==> src/rtl/spi_arb_pkg.sv <==
// ============================================================================
// Module  : spi_arb_pkg
// Brief   : Shared state encoding and constants for the SPI slave-port arbiter.
// Rev     : 1.0  initial release
// ============================================================================
`default_nettype none

package spi_arb_pkg;

  typedef enum logic [2:0] {
    IDLE  = 3'd0,
    BUSY0 = 3'd1,
    BUSY1 = 3'd2,
    HOLD0 = 3'd3,
    HOLD1 = 3'd4
  } arb_state_e;

  // Read data returned to a requester whose transfer was forcibly completed
  localparam logic [31:0] C_TIMEOUT_DATA = 32'hFFFF_FFFF;

endpackage : spi_arb_pkg

`default_nettype wire

==> src/rtl/spi_arb_timer.sv <==
// ============================================================================
// Module  : spi_arb_timer
// Brief   : Saturating strobe-age counter; o_expire flags the final permitted
//           unacknowledged cycle. TIMEOUT = 0 removes the counter entirely.
// Rev     : 1.0  initial release
// ============================================================================
`default_nettype none

module spi_arb_timer #(
  parameter int TIMEOUT = 255
) (
  input  logic clk,
  input  logic rst,
  input  logic i_clear,
  input  logic i_enable,
  output logic o_expire
);

  generate
    if (TIMEOUT > 0) begin : g_timer_on
      localparam int            CW      = (TIMEOUT < 2) ? 1 : $clog2(TIMEOUT);
      localparam logic [CW-1:0] C_LIMIT = CW'(TIMEOUT - 1);

      logic [CW-1:0] r_count;

      always_ff @(posedge clk or posedge rst) begin
        if (rst) begin
          r_count <= '0;
        end else if (i_clear) begin
          r_count <= '0;
        end else if (i_enable && (r_count != C_LIMIT)) begin
          r_count <= r_count + 1'b1;
        end
      end

      // Count starts at 0 on the first busy cycle, so TIMEOUT-1 is the Nth cycle
      assign o_expire = (r_count == C_LIMIT);
    end else begin : g_timer_off
      logic w_unused_in;
      assign w_unused_in = clk ^ rst ^ i_clear ^ i_enable;
      assign o_expire    = 1'b0;
    end
  endgenerate

endmodule : spi_arb_timer

`default_nettype wire

==> src/rtl/spi_arbiter.sv <==
// ============================================================================
// Module  : spi_arbiter
// Brief   : Two-requester round-robin arbiter for a single SPI slave port, with
//           optional bus hold (macro SPI_ARB_LOCK_EN) and strobe timeout.
// Rev     : 1.0  initial release
// ============================================================================
`default_nettype none

module spi_arbiter
  import spi_arb_pkg::*;
#(
  parameter int TIMEOUT = 255
) (
  input  logic        clk_i,
  input  logic        rst_i,

  input  logic [3:2]  m0_adr_i,
  input  logic [3:0]  m0_sel_i,
  input  logic        m0_stb_i,
  input  logic        m0_we_i,
  input  logic [31:0] m0_dat_i,
  output logic [31:0] m0_dat_o,
  output logic        m0_ack_o,
  input  logic        m0_lock_i,

  input  logic [3:2]  m1_adr_i,
  input  logic [3:0]  m1_sel_i,
  input  logic        m1_stb_i,
  input  logic        m1_we_i,
  input  logic [31:0] m1_dat_i,
  output logic [31:0] m1_dat_o,
  output logic        m1_ack_o,
  input  logic        m1_lock_i,

  output logic [3:2]  s_adr_o,
  output logic [3:0]  s_sel_o,
  output logic        s_stb_o,
  output logic        s_we_o,
  output logic [31:0] s_dat_o,
  input  logic [31:0] s_dat_i,
  input  logic        s_ack_i,

  output logic [1:0]  gnt_o,
  output logic        timeout_o
);

  arb_state_e r_state;
  arb_state_e w_next;
  logic       r_last;

  logic w_lock0;
  logic w_lock1;
  logic w_busy;
  logic w_stb;
  logic w_limit;
  logic w_done;
  logic w_timeout;

`ifdef SPI_ARB_LOCK_EN
  assign w_lock0 = m0_lock_i;
  assign w_lock1 = m1_lock_i;
`else
  logic w_unused_lock;
  assign w_lock0       = 1'b0;
  assign w_lock1       = 1'b0;
  assign w_unused_lock = m0_lock_i ^ m1_lock_i;
`endif

  assign w_busy    = (r_state == BUSY0) || (r_state == BUSY1);
  assign w_stb     = (r_state == BUSY1) ? m1_stb_i : m0_stb_i;
  assign w_done    = w_busy && w_stb && s_ack_i;
  // A slave ack in the limit cycle wins over the forced completion
  assign w_timeout = w_busy && w_stb && w_limit && !s_ack_i;

  spi_arb_timer #(
    .TIMEOUT (TIMEOUT)
  ) u_timer (
    .clk      (clk_i),
    .rst      (rst_i),
    .i_clear  (!w_busy),
    .i_enable (w_busy && w_stb && !s_ack_i),
    .o_expire (w_limit)
  );

  always_ff @(posedge clk_i or posedge rst_i) begin
    if (rst_i) begin
      r_state <= IDLE;
      r_last  <= 1'b1;
    end else begin
      r_state <= w_next;
      if ((w_next == BUSY0) && (r_state != BUSY0)) begin
        r_last <= 1'b0;
      end else if ((w_next == BUSY1) && (r_state != BUSY1)) begin
        r_last <= 1'b1;
      end
    end
  end

  always_comb begin
    w_next    = r_state;
    s_adr_o   = '0;
    s_sel_o   = '0;
    s_stb_o   = 1'b0;
    s_we_o    = 1'b0;
    s_dat_o   = '0;
    m0_ack_o  = 1'b0;
    m0_dat_o  = '0;
    m1_ack_o  = 1'b0;
    m1_dat_o  = '0;
    gnt_o     = 2'b00;
    timeout_o = w_timeout;

    case (r_state)
      IDLE: begin
        if (m0_stb_i && m1_stb_i) begin
          w_next = r_last ? BUSY0 : BUSY1;
        end else if (m0_stb_i) begin
          w_next = BUSY0;
        end else if (m1_stb_i) begin
          w_next = BUSY1;
        end
      end

      BUSY0: begin
        gnt_o    = 2'b01;
        s_adr_o  = m0_adr_i;
        s_sel_o  = m0_sel_i;
        s_we_o   = m0_we_i;
        s_dat_o  = m0_dat_i;
        s_stb_o  = m0_stb_i && !w_limit;
        m0_ack_o = w_done || w_timeout;
        m0_dat_o = w_timeout ? C_TIMEOUT_DATA : s_dat_i;
        if (!m0_stb_i) begin
          w_next = IDLE;
        end else if (s_ack_i) begin
          w_next = w_lock0 ? HOLD0 : IDLE;
        end else if (w_timeout) begin
          w_next = IDLE;
        end
      end

      BUSY1: begin
        gnt_o    = 2'b10;
        s_adr_o  = m1_adr_i;
        s_sel_o  = m1_sel_i;
        s_we_o   = m1_we_i;
        s_dat_o  = m1_dat_i;
        s_stb_o  = m1_stb_i && !w_limit;
        m1_ack_o = w_done || w_timeout;
        m1_dat_o = w_timeout ? C_TIMEOUT_DATA : s_dat_i;
        if (!m1_stb_i) begin
          w_next = IDLE;
        end else if (s_ack_i) begin
          w_next = w_lock1 ? HOLD1 : IDLE;
        end else if (w_timeout) begin
          w_next = IDLE;
        end
      end

      HOLD0: begin
        gnt_o = 2'b01;
        if (m0_stb_i) begin
          w_next = BUSY0;
        end else if (!w_lock0) begin
          w_next = IDLE;
        end
      end

      HOLD1: begin
        gnt_o = 2'b10;
        if (m1_stb_i) begin
          w_next = BUSY1;
        end else if (!w_lock1) begin
          w_next = IDLE;
        end
      end

      default: begin
        w_next = IDLE;
      end
    endcase
  end

endmodule : spi_arbiter

`default_nettype wire

==> config.mk <==
export PLATFORM = sky130hd
export DESIGN_NAME = spi_arbiter
export DESIGN_NICKNAME = d
export VERILOG_FILES = /design/src/rtl/spi_arb_pkg.sv /design/src/rtl/spi_arb_timer.sv /design/src/rtl/spi_arbiter.sv
export SDC_FILE = /design/constraint.sdc
export NUM_CORES = 1
export LEC_CHECK = 0
export CORE_AREA = 2 2 89 91
export DETAILED_ROUTE_END_ITERATION = 10
export DIE_AREA = 0 0 91 93
export MAX_ROUTING_LAYER = met4
export PLACE_DENSITY = 0.77
export SKIP_CTS_REPAIR_TIMING = 1
export SLEW_MARGIN = 20
export SYNTH_ARGS = -nofsm -noshare
export SYNTH_HDL_FRONTEND = slang
export SYNTH_SLANG_ARGS = --single-unit
==> constraint.sdc <==
create_clock -name clk_i -period 2 [get_ports clk_i]
set_input_delay 0.4 -clock clk_i [delete_from_list [all_inputs] [get_ports clk_i]]
set_output_delay 0.4 -clock clk_i [all_outputs]
set_load 0.03 [all_outputs]
==> flow_metrics.env <==
export IMPL_yosys_warnings=0
export IMPL_hold_viol_final=0
export IMPL_fillers=610
export IMPL_combinationalPowerShare_pct=70.2
export IMPL_place_ws_ns=-0.507
export IMPL_placed_cells=538
export IMPL_io_buffers=223
export IMPL_cp_endpoint="m1_dat_o[6]"
export IMPL_antenna_left=0
export IMPL_first_global_vias=2606
export IMPL_maxSlewViolCount=0
export IMPL_fmax_mhz=422
export IMPL_layout_cells_non_filler=550
export IMPL_switching_share_pct=40.6
export IMPL_yosysTopAreaCell="o21a_1"
export IMPL_path_class="register to output pin"
export IMPL_root_buffer="clkbuf_8"
export IMPL_seq_power_share_pct=15.3
export IMPL_dr_total_vias=2660
export IMPL_ff2ff_path_depth=6
export IMPL_synth_cell_types=36
export IMPL_initial_core_util_pct=22.3
export IMPL_layout_min_cycle_time_ns=2.37
export IMPL_io_pins=226
export IMPL_slew_headroom_pct=65.8
export IMPL_syn_area_um2=1680
export IMPL_irDropWorstVdd_mv=0.261
export IMPL_avgSynthCellArea_um2=7.96
export IMPL_worstSetupEndpointType="output pin"
export IMPL_fin_nets=568
export IMPL_yosysTopAreaCellShare_pct=28.6
export IMPL_grt_total_usage_pct=19.7
export IMPL_worst_pin_slew_ns=0.512
export IMPL_setup_viol=104
export IMPL_max_cap_violations=0
export IMPL_htreeDepth=1
export IMPL_power_switching_w=0.000776
export IMPL_gp_congestion=0.824
export IMPL_rr_startpoint="r_state[1]$_DFF_PP0_"
export IMPL_cts_tree="done"
export IMPL_synth_top_flop_cell="dfrtp_1"
export IMPL_finClkSkew_ns=0.00314
export IMPL_routed_wl_um=9830
export IMPL_area_growth_pct=191
export IMPL_drt_pass1_iterations=4
export IMPL_violations="setup timing"
export IMPL_hold_class="input port to asynchronous set/reset pin"
export IMPL_cp_data_arrival_time_ns=1.97
export IMPL_n_antenna_cell=0
export IMPL_post_route_period_util_pct=119
export IMPL_power_density_nw_per_um2=392
export IMPL_rsz0062_at_grt="true"
export IMPL_finalWorstSetupSlack_ns=-0.372
export IMPL_startpoint_type="register"
export IMPL_p_int_w=0.00114
export IMPL_cts_inserted_buffers=3
export IMPL_antenna_found_initial=0
export IMPL_synth_seq_area_share_pct=17.9
export IMPL_synth_edf_count=0
export IMPL_synth_async_reset_ratio_pct=100
export IMPL_dp_hpwl_um=7090
export IMPL_overflow=0
export IMPL_r2r_end="u_timer.g_timer_on.r_count[7]$_DFFE_PP0P_"
export IMPL_drt_iter0_drc=77
export IMPL_rows=32
export IMPL_synthTopCellsByArea="o21a_1 29%, a22o_1 20%, dfrtp_1 16%, clkbuf_1 3.4%, buf_2 2.7%"
export IMPL_drive_gt1_share_pct=49.1
export IMPL_p_leak_nw=2.10
export IMPL_cp_required_ns=1.60
export IMPL_die_area_um2=8460
export IMPL_r2r_slack_ns=0.09
export IMPL_wl_per_cell_um=17.9
export IMPL_clock_sinks=12
export IMPL_syn_nets=330
export IMPL_tns_ns=-29.19
export IMPL_setup_worst_path_start="r_state[1]$_DFF_PP0_"
export IMPL_cp_max_fo=5
export IMPL_syn_inst=211
export IMPL_clkPwrFrac_pct=14.5
export IMPL_clockBufferDepth=2
export IMPL_ys_seq_elements=12
export IMPL_finalCoreUtilization_pct=64.9
export IMPL_clk_pin_slew_ns=0.06
export IMPL_dieHeight_um=93
export IMPL_core_area_um2=7530
export IMPL_status="finished with violations"
export IMPL_die_width_um=91
export IMPL_clk_latency_ns=0.25
export IMPL_drc=0
export IMPL_p_total_w=0.00191
export IMPL_grt_max_degree=40
export IMPL_grt_pass1_wl_um=13300
export IMPL_routed_via_density=4.84
-- layer usage --
| layer | track usage [%] | vias up | part of all wire, % | wire length [um] |
|---|---|---|---|---|
| li1 | - | 1282 | - | - |
| met1 | 22.2 | 1244 | 39 | 3800 |
| met2 | 35.4 | 115 | 54 | 5310 |
| met3 | 2.42 | 19 | 4.4 | 429 |
| met4 | 7.95 | 0 | 2.8 | 279 |
| met5 | - | - | 0 | 0 |
-- placed cells by master, fill, tap and decap left out, drive strengths merged, types with 3 or more instances in the layout --
| cell | n |
|---|---|
| mux2i | 4 |
| nand2 | 5 |
| o21a | 64 |
| a21oi | 5 |
| nor2b | 4 |
| clkbuf | 10 |
| or4 | 3 |
| o21ai | 9 |
| nor2 | 8 |
| buf | 138 |
| a22o | 39 |
| dlymetal6s2s | 4 |
| nor3 | 3 |
| clkdlybuf4s50 | 112 |
| inv | 4 |
| dfrtp | 11 |
-- power by group through the flow --
stage               registers, W  clock network, W  logic, W
floorplan               0.000285                 0  0.000645
global placement        0.000293                 0   0.00123
detailed placement      0.000293                 0   0.00124
CTS                     0.000289          0.000282   0.00124
global route            0.000292          0.000293   0.00141
finish                  0.000292          0.000278   0.00134
-- flip-flops by register name, summed over array words and instances (netlist names) --
register	cells
u_timer.g_timer_on.r_count	8
r_state	3
r_last	1
-- layout make-up --
type / count / area, um^2 / share of cell area (%)
multi-input combinational: 168 / 1610 / 32.9
tap: 102 / 128 / 2.61
sequential: 12 / 302 / 6.17
inverter: 4 / 15.0 / 0.307
timing repair buffer: 260 / 2780 / 56.9
clock buffer: 4 / 55.1 / 1.13
-- through the flow --
stage | hold slack [ns] | area [um^2]
after floorplan | 0.264 | 2040
after global placement | 0.502 | 4360
after detailed placement | 0.517 | 4360
after CTS | 0.494 | 4410
after global routing | 0.530 | 4890
final | 0.485 | 4890
-- cell usage after synthesis (2+ instances only) --
library cell,instances
o21a_1,64
inv_1,4
clkbuf_1,15
a31oi_1,2
nor3_1,3
o31ai_1,2
ha_1,2
a22o_1,39
buf_2,9
nor2_1,8
or4_1,3
buf_6,2
nand2_1,5
mux2i_1,4
nor3b_1,2
nand3_1,2
nor2b_1,4
dfrtp_1,11
a21oi_1,5
o21ai_0,9
-- cells by family after synthesis --
kind of cell | Yosys count | synth area share (%)
compound gates | 125 | 57.0
simple gates | 35 | 12.0
buf+inv | 31 | 8.49
flops | 12 | 17.9
mux | 4 | 2.38
fa+ha+maj | 2 | 1.49
other cells | 1 | 0.223
xor+xnor | 1 | 0.521
-- worst max-delay path, stage by stage (launching register included) --
cell and delay, ns:
dfrtp_1 0.42, and4bb_2 0.37, o21bai_4 0.08, nor3_4 0.24, clkbuf_16 0.22, buf_4 0.13
o21a_2 0.13, buf_6 0.13
-- worst min-delay path by stage --
stage	from	end	depth (start not counted)
final	rst_i	u_timer.g_timer_on.r_count[7]$_DFFE_PP0P_	2
after global routing	rst_i	u_timer.g_timer_on.r_count[7]$_DFFE_PP0P_	2
after CTS	rst_i	u_timer.g_timer_on.r_count[0]$_DFFE_PP0P_	2
after detailed placement	u_timer.g_timer_on.r_count[4]$_DFFE_PP0P_	u_timer.g_timer_on.r_count[4]$_DFFE_PP0P_	1
after global placement	u_timer.g_timer_on.r_count[3]$_DFFE_PP0P_	u_timer.g_timer_on.r_count[3]$_DFFE_PP0P_	1
after floorplan	rst_i	r_state[0]$_DFF_PP0_	1
Note: power is estimated with default switching activity, not from simulation.
